**src/rtl/intr_claim_ctrl.sv**
```systemverilog
// Slow-domain interrupt controller: per-source edge detect, pending latch and enable mask,
// single irq, and a fixed-priority claim/complete handshake (index 0 is highest).
module intr_claim_ctrl #(
    parameter int INTR_WIDTH = 8,
    parameter int ID_WIDTH   = 3
) (
    input  logic                  clk,
    input  logic                  resetn,
    input  logic [INTR_WIDTH-1:0] intr_in,
    input  logic                  en_wr,
    input  logic [INTR_WIDTH-1:0] en_wdata,
    output logic [INTR_WIDTH-1:0] enable,
    output logic [INTR_WIDTH-1:0] pending,
    output logic                  irq,
    output logic                  claim_ready,
    input  logic                  claim_req,
    output logic                  claim_ack,
    output logic                  claim_hit,
    output logic [ID_WIDTH-1:0]   claim_id,
    input  logic                  complete_valid,
    input  logic [ID_WIDTH-1:0]   complete_id
);

    typedef enum logic {IDLE, RESP} state_t;

    state_t                state_q, state_d;
    logic [INTR_WIDTH-1:0] intr_prev;
    logic [INTR_WIDTH-1:0] inflight;
    logic [INTR_WIDTH-1:0] rise;
    logic [INTR_WIDTH-1:0] eligible;
    logic [INTR_WIDTH-1:0] sel_mask;
    logic [INTR_WIDTH-1:0] complete_mask;
    logic [INTR_WIDTH-1:0] pending_d;
    logic [INTR_WIDTH-1:0] inflight_d;
    logic                  sel_found;
    logic [ID_WIDTH-1:0]   sel_id;
    logic                  claim_fire;
    logic                  claim_take;

    // NOTE: every signal written here gets a default first, so no path leaves it unassigned and no latch is inferred.
    always_comb begin
        rise          = intr_in & ~intr_prev;
        eligible      = pending & enable;
        sel_found     = 1'b0;
        sel_id        = '0;
        sel_mask      = '0;
        complete_mask = '0;

        // Scan from the top down so the lowest eligible index is the one left selected.
        for (int i = INTR_WIDTH - 1; i >= 0; i--) begin
            if (eligible[i]) begin
                sel_found = 1'b1;
                sel_id    = ID_WIDTH'(i);
                sel_mask  = '0;
                sel_mask[i] = 1'b1;
            end
        end

        // Out-of-range IDs match no bit and therefore have no effect.
        for (int i = 0; i < INTR_WIDTH; i++) begin
            if (complete_valid && complete_id == ID_WIDTH'(i)) begin
                complete_mask[i] = 1'b1;
            end
        end

        claim_fire = (state_q == IDLE) && claim_req;
        claim_take = claim_fire && sel_found;

        // Gateway uses start-of-cycle inflight, so a rise coinciding with its completion is dropped.
        pending_d  = pending | (rise & ~inflight);
        inflight_d = inflight & ~complete_mask;
        if (claim_take) begin
            pending_d  = pending_d & ~sel_mask;
            inflight_d = inflight_d | sel_mask;
        end
    end

    always_comb begin
        state_d = state_q;
        case (state_q)
            IDLE:    if (claim_req) state_d = RESP;
            RESP:    state_d = IDLE;
            default: state_d = IDLE;
        endcase
    end

    assign claim_ready = (state_q == IDLE);

    // NOTE: sequential state uses non-blocking assignments so every register samples pre-edge values.
    always_ff @(posedge clk or negedge resetn) begin
        if (!resetn) begin
            state_q   <= IDLE;
            intr_prev <= '0;
            pending   <= '0;
            inflight  <= '0;
            enable    <= '0;
            irq       <= 1'b0;
            claim_ack <= 1'b0;
            claim_hit <= 1'b0;
            claim_id  <= '0;
        end else begin
            state_q   <= state_d;
            intr_prev <= intr_in;
            pending   <= pending_d;
            inflight  <= inflight_d;
            irq       <= |(pending & enable);
            claim_ack <= claim_fire;
            if (en_wr) begin
                enable <= en_wdata;
            end
            if (claim_fire) begin
                claim_hit <= sel_found;
                claim_id  <= sel_id;
            end
        end
    end

endmodule

```
**config.mk**
```make
export PLATFORM = sky130hd
export DESIGN_NAME = intr_claim_ctrl
export DESIGN_NICKNAME = d
export VERILOG_FILES = /design/src/rtl/intr_claim_ctrl.sv
export SDC_FILE = /design/constraint.sdc
export NUM_CORES = 1
export LEC_CHECK = 0
export ABC_AREA = 0
export CAP_MARGIN = 20
export CORE_MARGIN = 2
export CORE_UTILIZATION = 30
export DETAILED_ROUTE_END_ITERATION = 16
export PLACE_DENSITY = 0.54
export SKIP_CTS_REPAIR_TIMING = 1
export SYNTH_ARGS = -nofsm -noshare
export SYNTH_HDL_FRONTEND = slang
export SYNTH_SLANG_ARGS = --single-unit
```
**constraint.sdc**
```tcl
create_clock -name clk -period 1.65 [get_ports clk]
set_clock_uncertainty 0.2 [all_clocks]
set_input_delay 0.33 -clock clk [delete_from_list [all_inputs] [get_ports clk]]
set_output_delay 0.33 -clock clk [all_outputs]
set_load 0.1 [all_outputs]
```
Word-level counts from Yosys, hierarchy flattened --
Index checks and enable logic that the tools add are counted.
Cells by class: equality and inequality tests 7, muxes and demuxes 36, bitwise gates (word level) 12, reductions and logical operators 12
Operator list (count):
- $mux 8 | 10
- $and 8x8->8 | 5
- $not 8->8 | 4
- $mux 3 | 8
- $mux 1 | 17
- $or 8x8->8 | 2
- $eq 3x3->1 const B | 4
- $logic_and 1x1->1 | 10
- $reduce_or 8->1 | 1
- $eq 3x2->1 const B | 2
- $eq 3x1->1 const B | 1
- $logic_not 3->1 | 1
- $pmux 1 s2 | 1
- $not 1->1 | 1
Word-level totals: register bits after elaboration 39, bits of input ports 24, output and inout port bits 23, word-level logic and storage cells 76

Longest topological paths before layout --
depth after elaboration 12, mapped depth 5, depth with buffers taken out 4

Worst setup path after synthesis --
OpenSTA, ideal clock, no wires.
path kind register to register, from register state_q, to register pending[7], setup time 0.125 ns, arrival time 1.918 ns, required time 1.325 ns, slack -0.593 ns, cell stages (with the launch flop) 5, path buffers 1, period minus slack after synthesis 2.243 ns, path through dfrtp_1 nand2b_1 clkbuf_2 or4_4 o22a_1
Between the ends: word-level cells in the longest chain between the ends 4
Ends and longest elaborated chain:
- start: declaration | RTL line 26 | state_t state_q, state_d;
- start signal: assignment | RTL line 102 | state_q <= state_d;
- $not 1->1
- $logic_and 1x1->1 | RTL line 66 | claim_fire = (state_q == IDLE) && claim_req;
- $logic_and 1x1->1 | RTL line 67 | claim_take = claim_fire && sel_found;
- $mux 8 | RTL line 72 | if (claim_take) begin
- via pending_d[7] | RTL line 33 | logic [INTR_WIDTH-1:0] pending_d;
- end signal: assignment | RTL line 104 | pending <= pending_d;
- end: declaration | RTL line 13 | output logic [INTR_WIDTH-1:0] pending,
The timed path passes the listed nets, and every way through them passes these cells. A chain may end at the register's enable or synchronous reset.

Worst setup path in the final report --
from register enable[2], to register pending[7]
Between the ends: word-level cells in the longest chain between the ends 7, elaborated cells on any way between the ends 11, those cells by class mux (7); bitwise (3); reduce/logical (1)
Ends and longest elaborated chain:
- start: declaration | RTL line 12 | output logic [INTR_WIDTH-1:0] enable,
- start signal: assignment | RTL line 109 | enable <= en_wdata;
- $and 8x8->8 * | RTL line 43 | eligible = pending & enable;
- $mux 8 (3 in series) | RTL line 51 | if (eligible[i]) begin
- $not 8->8 | RTL line 73 | pending_d = pending_d & ~sel_mask;
- $and 8x8->8 | RTL line 73
- $mux 8 * | RTL line 72
- via pending_d[7] | RTL line 33
The timed path passes the listed nets; every way through them passes the cells marked *.

==> results.txt <==
outcome: finished with violations
failing checks: setup timing
Critical Path Start Type: flop
Internal Power: 2.584 mW
Yosys cell types: 27
CP max stage cell: dfrtp_4
switching share of power: 43.29%
EDFF count, synth: 0
Mean Syn Cell Area: 12.31 um^2
post-synthesis compound-gate area fraction: 17.83%
Netlist Area Pre-Place: 1501 um^2
Data required, critical path: 1.63 ns
core area: 4786 um^2
Yosys top cell by area: dfrtp_1
buffer and inverter count on the worst path: 0
Power Density: 1720 nW/um^2
Yosys top cell area share: 63.33%
final setup violation count: 3
CP max stage delay: 0.49 ns
worst min path class: input pin to async pin
Final Critical Period: 1.733 ns
placed cell area: 2504 um^2
largest net degree at the start of global routing: 39
initial antenna violation count: 0
cell family with most CP delay: flip-flops
RSZ-0062 raised after global routing: yes
CTS tree: yes
DRC: 0
wirelength, routed: 4012 um
final hold vios: 0
max_slew headroom: 81.34%
clock root cell: clkbuf_8
CP Max Fanout: 4
drt pass-1 iters: 4
clk sinks: 38
area added between synthesis and finish: 76.42%
Clock power frac: 17.1%
Slew @ Worst Pin: 0.2764 ns
top-count cell post-synth: dfrtp_1
nets: 219
dpl ws: -0.2420 ns
most used flip-flop cell after synthesis: dfrtp_1
I/O Pins: 47
Post-Synth Simple-Gate Area: 11.75%
Die H: 74.75 um
Finished Cell Area: 2649 um^2
clk_lat worst skew: 0.30 ns
total number of vias: 1,295
P_sw: 1.972 mW
Starting Density: 31.37%
grt total ovfl: 0
Synth Area in XOR/XNOR: 0%
warning count from the yosys run: 0
Die W: 74.75 um
DRT iter0 DRCs: 115
Cell Chain, Critical Path: a22o_4, or4_4, o22a_1
Pleak: 1.091 nW
Sequential Power Share: 30.0%
synthesized instance count: 122
hold_ws: 0.2052 ns
Post-DRT Antenna Nets: 0
MaxCap Viol Count: 0
Rows: 25
mux contribution to synthesized area: 6.000%
fraction of layout cells with a size suffix above 1: 45.41%
clock buffer count from CTS: 5
top cells by area, synth: dfrtp_1 (63%), mux2_2 (6.0%), o21ai_0 (4.7%), nor3b_1 (3.0%), nand2_1 (2.5%)
syn_nets: 146
Max clock buf depth: 2
first-pass GRT wire length: 6548 um
IO buf count: 46
Fmax achieved: 576.9 MHz
vias per inst: 4.924
CP arrival: 1.71 ns
Avg WL per Cell: 15.25 um
Reg clk slew, reported paths: 0.08 ns
Setup WS post-layout: -0.08343 ns
synthesized flop and latch total: 38
Crit. path cell count: 3
register area share after synthesis: 63.33%
die area: 5587 um^2
H-tree levels: 2
worst r2r path cells: 3
Slew Viols, Final: 0
Post-synth top cells: dfrtp_1 (38), o21ai_0 (14), nand2_1 (10)
Worst VDD drop: 0.8715 mV
GR Util All Layers: 16.22%
combinational share of power: 52.9%
vias in the first global route: 1,360
period utilization: 105.1%
n_diodes: 0
Setup CP Type: flop to flop
adder-cell share of the synthesized area: 0%
dpl hpwl: 3032 um
RePlAce Congestion: 0.7992
FFs w/ async S/R, synth: 100.0%
largest family of logic cells by synthesized area: compound AO/OA/AOI/OAI gates
crit end category: flop
## cell usage in the layout (no fill, tap or decap), types with 2 or more instances in the layout
cell type	Yosys	layout
a21oi_1	3	3
a22o_1	2	2
a22o_4	0	2
a22oi_2	0	2
a31oi_1	3	3
buf_12	0	25
buf_4	0	17
buf_6	0	3
clkbuf_8	0	5
clkdlybuf4s50_1	0	23
clkinv_2	0	3
dfrtp_1	38	21
dfrtp_2	0	14
dfrtp_4	0	3
mux2_2	8	8
nand2_1	10	10
nand2b_1	4	3
nand3_1	6	5
nor2_1	4	4
nor3b_1	6	6
o21ai_0	14	13
o22a_1	4	4
o31ai_1	2	2
## final timing paths
check / start / slack [ns] / to
setup / recovery: enable[2] / -0.08 / pending[7]
max in group asynchronous: resetn / 0.83 / state_q
hold reg to reg: inflight[3] / 0.33 / inflight[3]
hold / removal: resetn / 0.21 / inflight[6]
setup reg to reg: enable[2] / -0.08 / pending[7]
min in group clk: intr_in[6] / 0.29 / intr_prev[6]
## power groups by stage
stage / clock, mW / combinational, mW / sequential (mW)
floorplan: 0 / 0.380 / 2.31
finish: 0.781 / 2.41 / 1.36
CTS: 0.794 / 2.38 / 1.36
global placement: 0 / 2.35 / 1.37
detailed placement: 0 / 2.37 / 1.37
global route: 0.846 / 2.52 / 1.39
## layer usage
| layer | vias up | global-route usage, % | share of wire (%) |
|---|---|---|---|
| li1 | 610 | - | - |
| met1 | 634 | 19.86 | 43 |
| met2 | 46 | 26.25 | 49 |
| met3 | 5 | 6.158 | 6.7 |
| met4 | 0 | 5.952 | 1.2 |
| met5 | - | 0 | 0 |
## final cells by class
type	count	area, um^2
fill	416	2137
sequential	38	979.7
timing repair buffer	68	892.1
multi-input combinational	80	571.8
tap	67	83.83
clock buffer	5	68.82
clock inverter	3	40.04
inverter	2	12.51
## cell families after synthesis
kind of cell	after synthesis
simple gates	33
mux	8
compound gates	39
flops	38
buf+inv	4
## sequential cells by signal (all words and copies together) (netlist names)
| register | flops |
|---|---|
| claim_hit | 1 |
| claim_id | 3 |
| irq | 1 |
| pending | 8 |
| inflight | 8 |
| enable | 8 |
| state_q | 1 |
| intr_prev | 8 |
## metrics by stage
stage,total power [mW],cells,TNS (ns),util (%)
2_1_floorplan,2.692,122,-1.105,-
3_3_place_gp,3.720,254,-1.752,52.31
3_5_place_dp,3.742,254,-2.143,52.31
4_1_cts,4.528,262,-0.5851,54.59
5_1_grt,4.757,263,-0.3576,55.35
6_report,4.556,263,-0.1464,55.35
No activity file was read; power rests on OpenSTA's default activity.
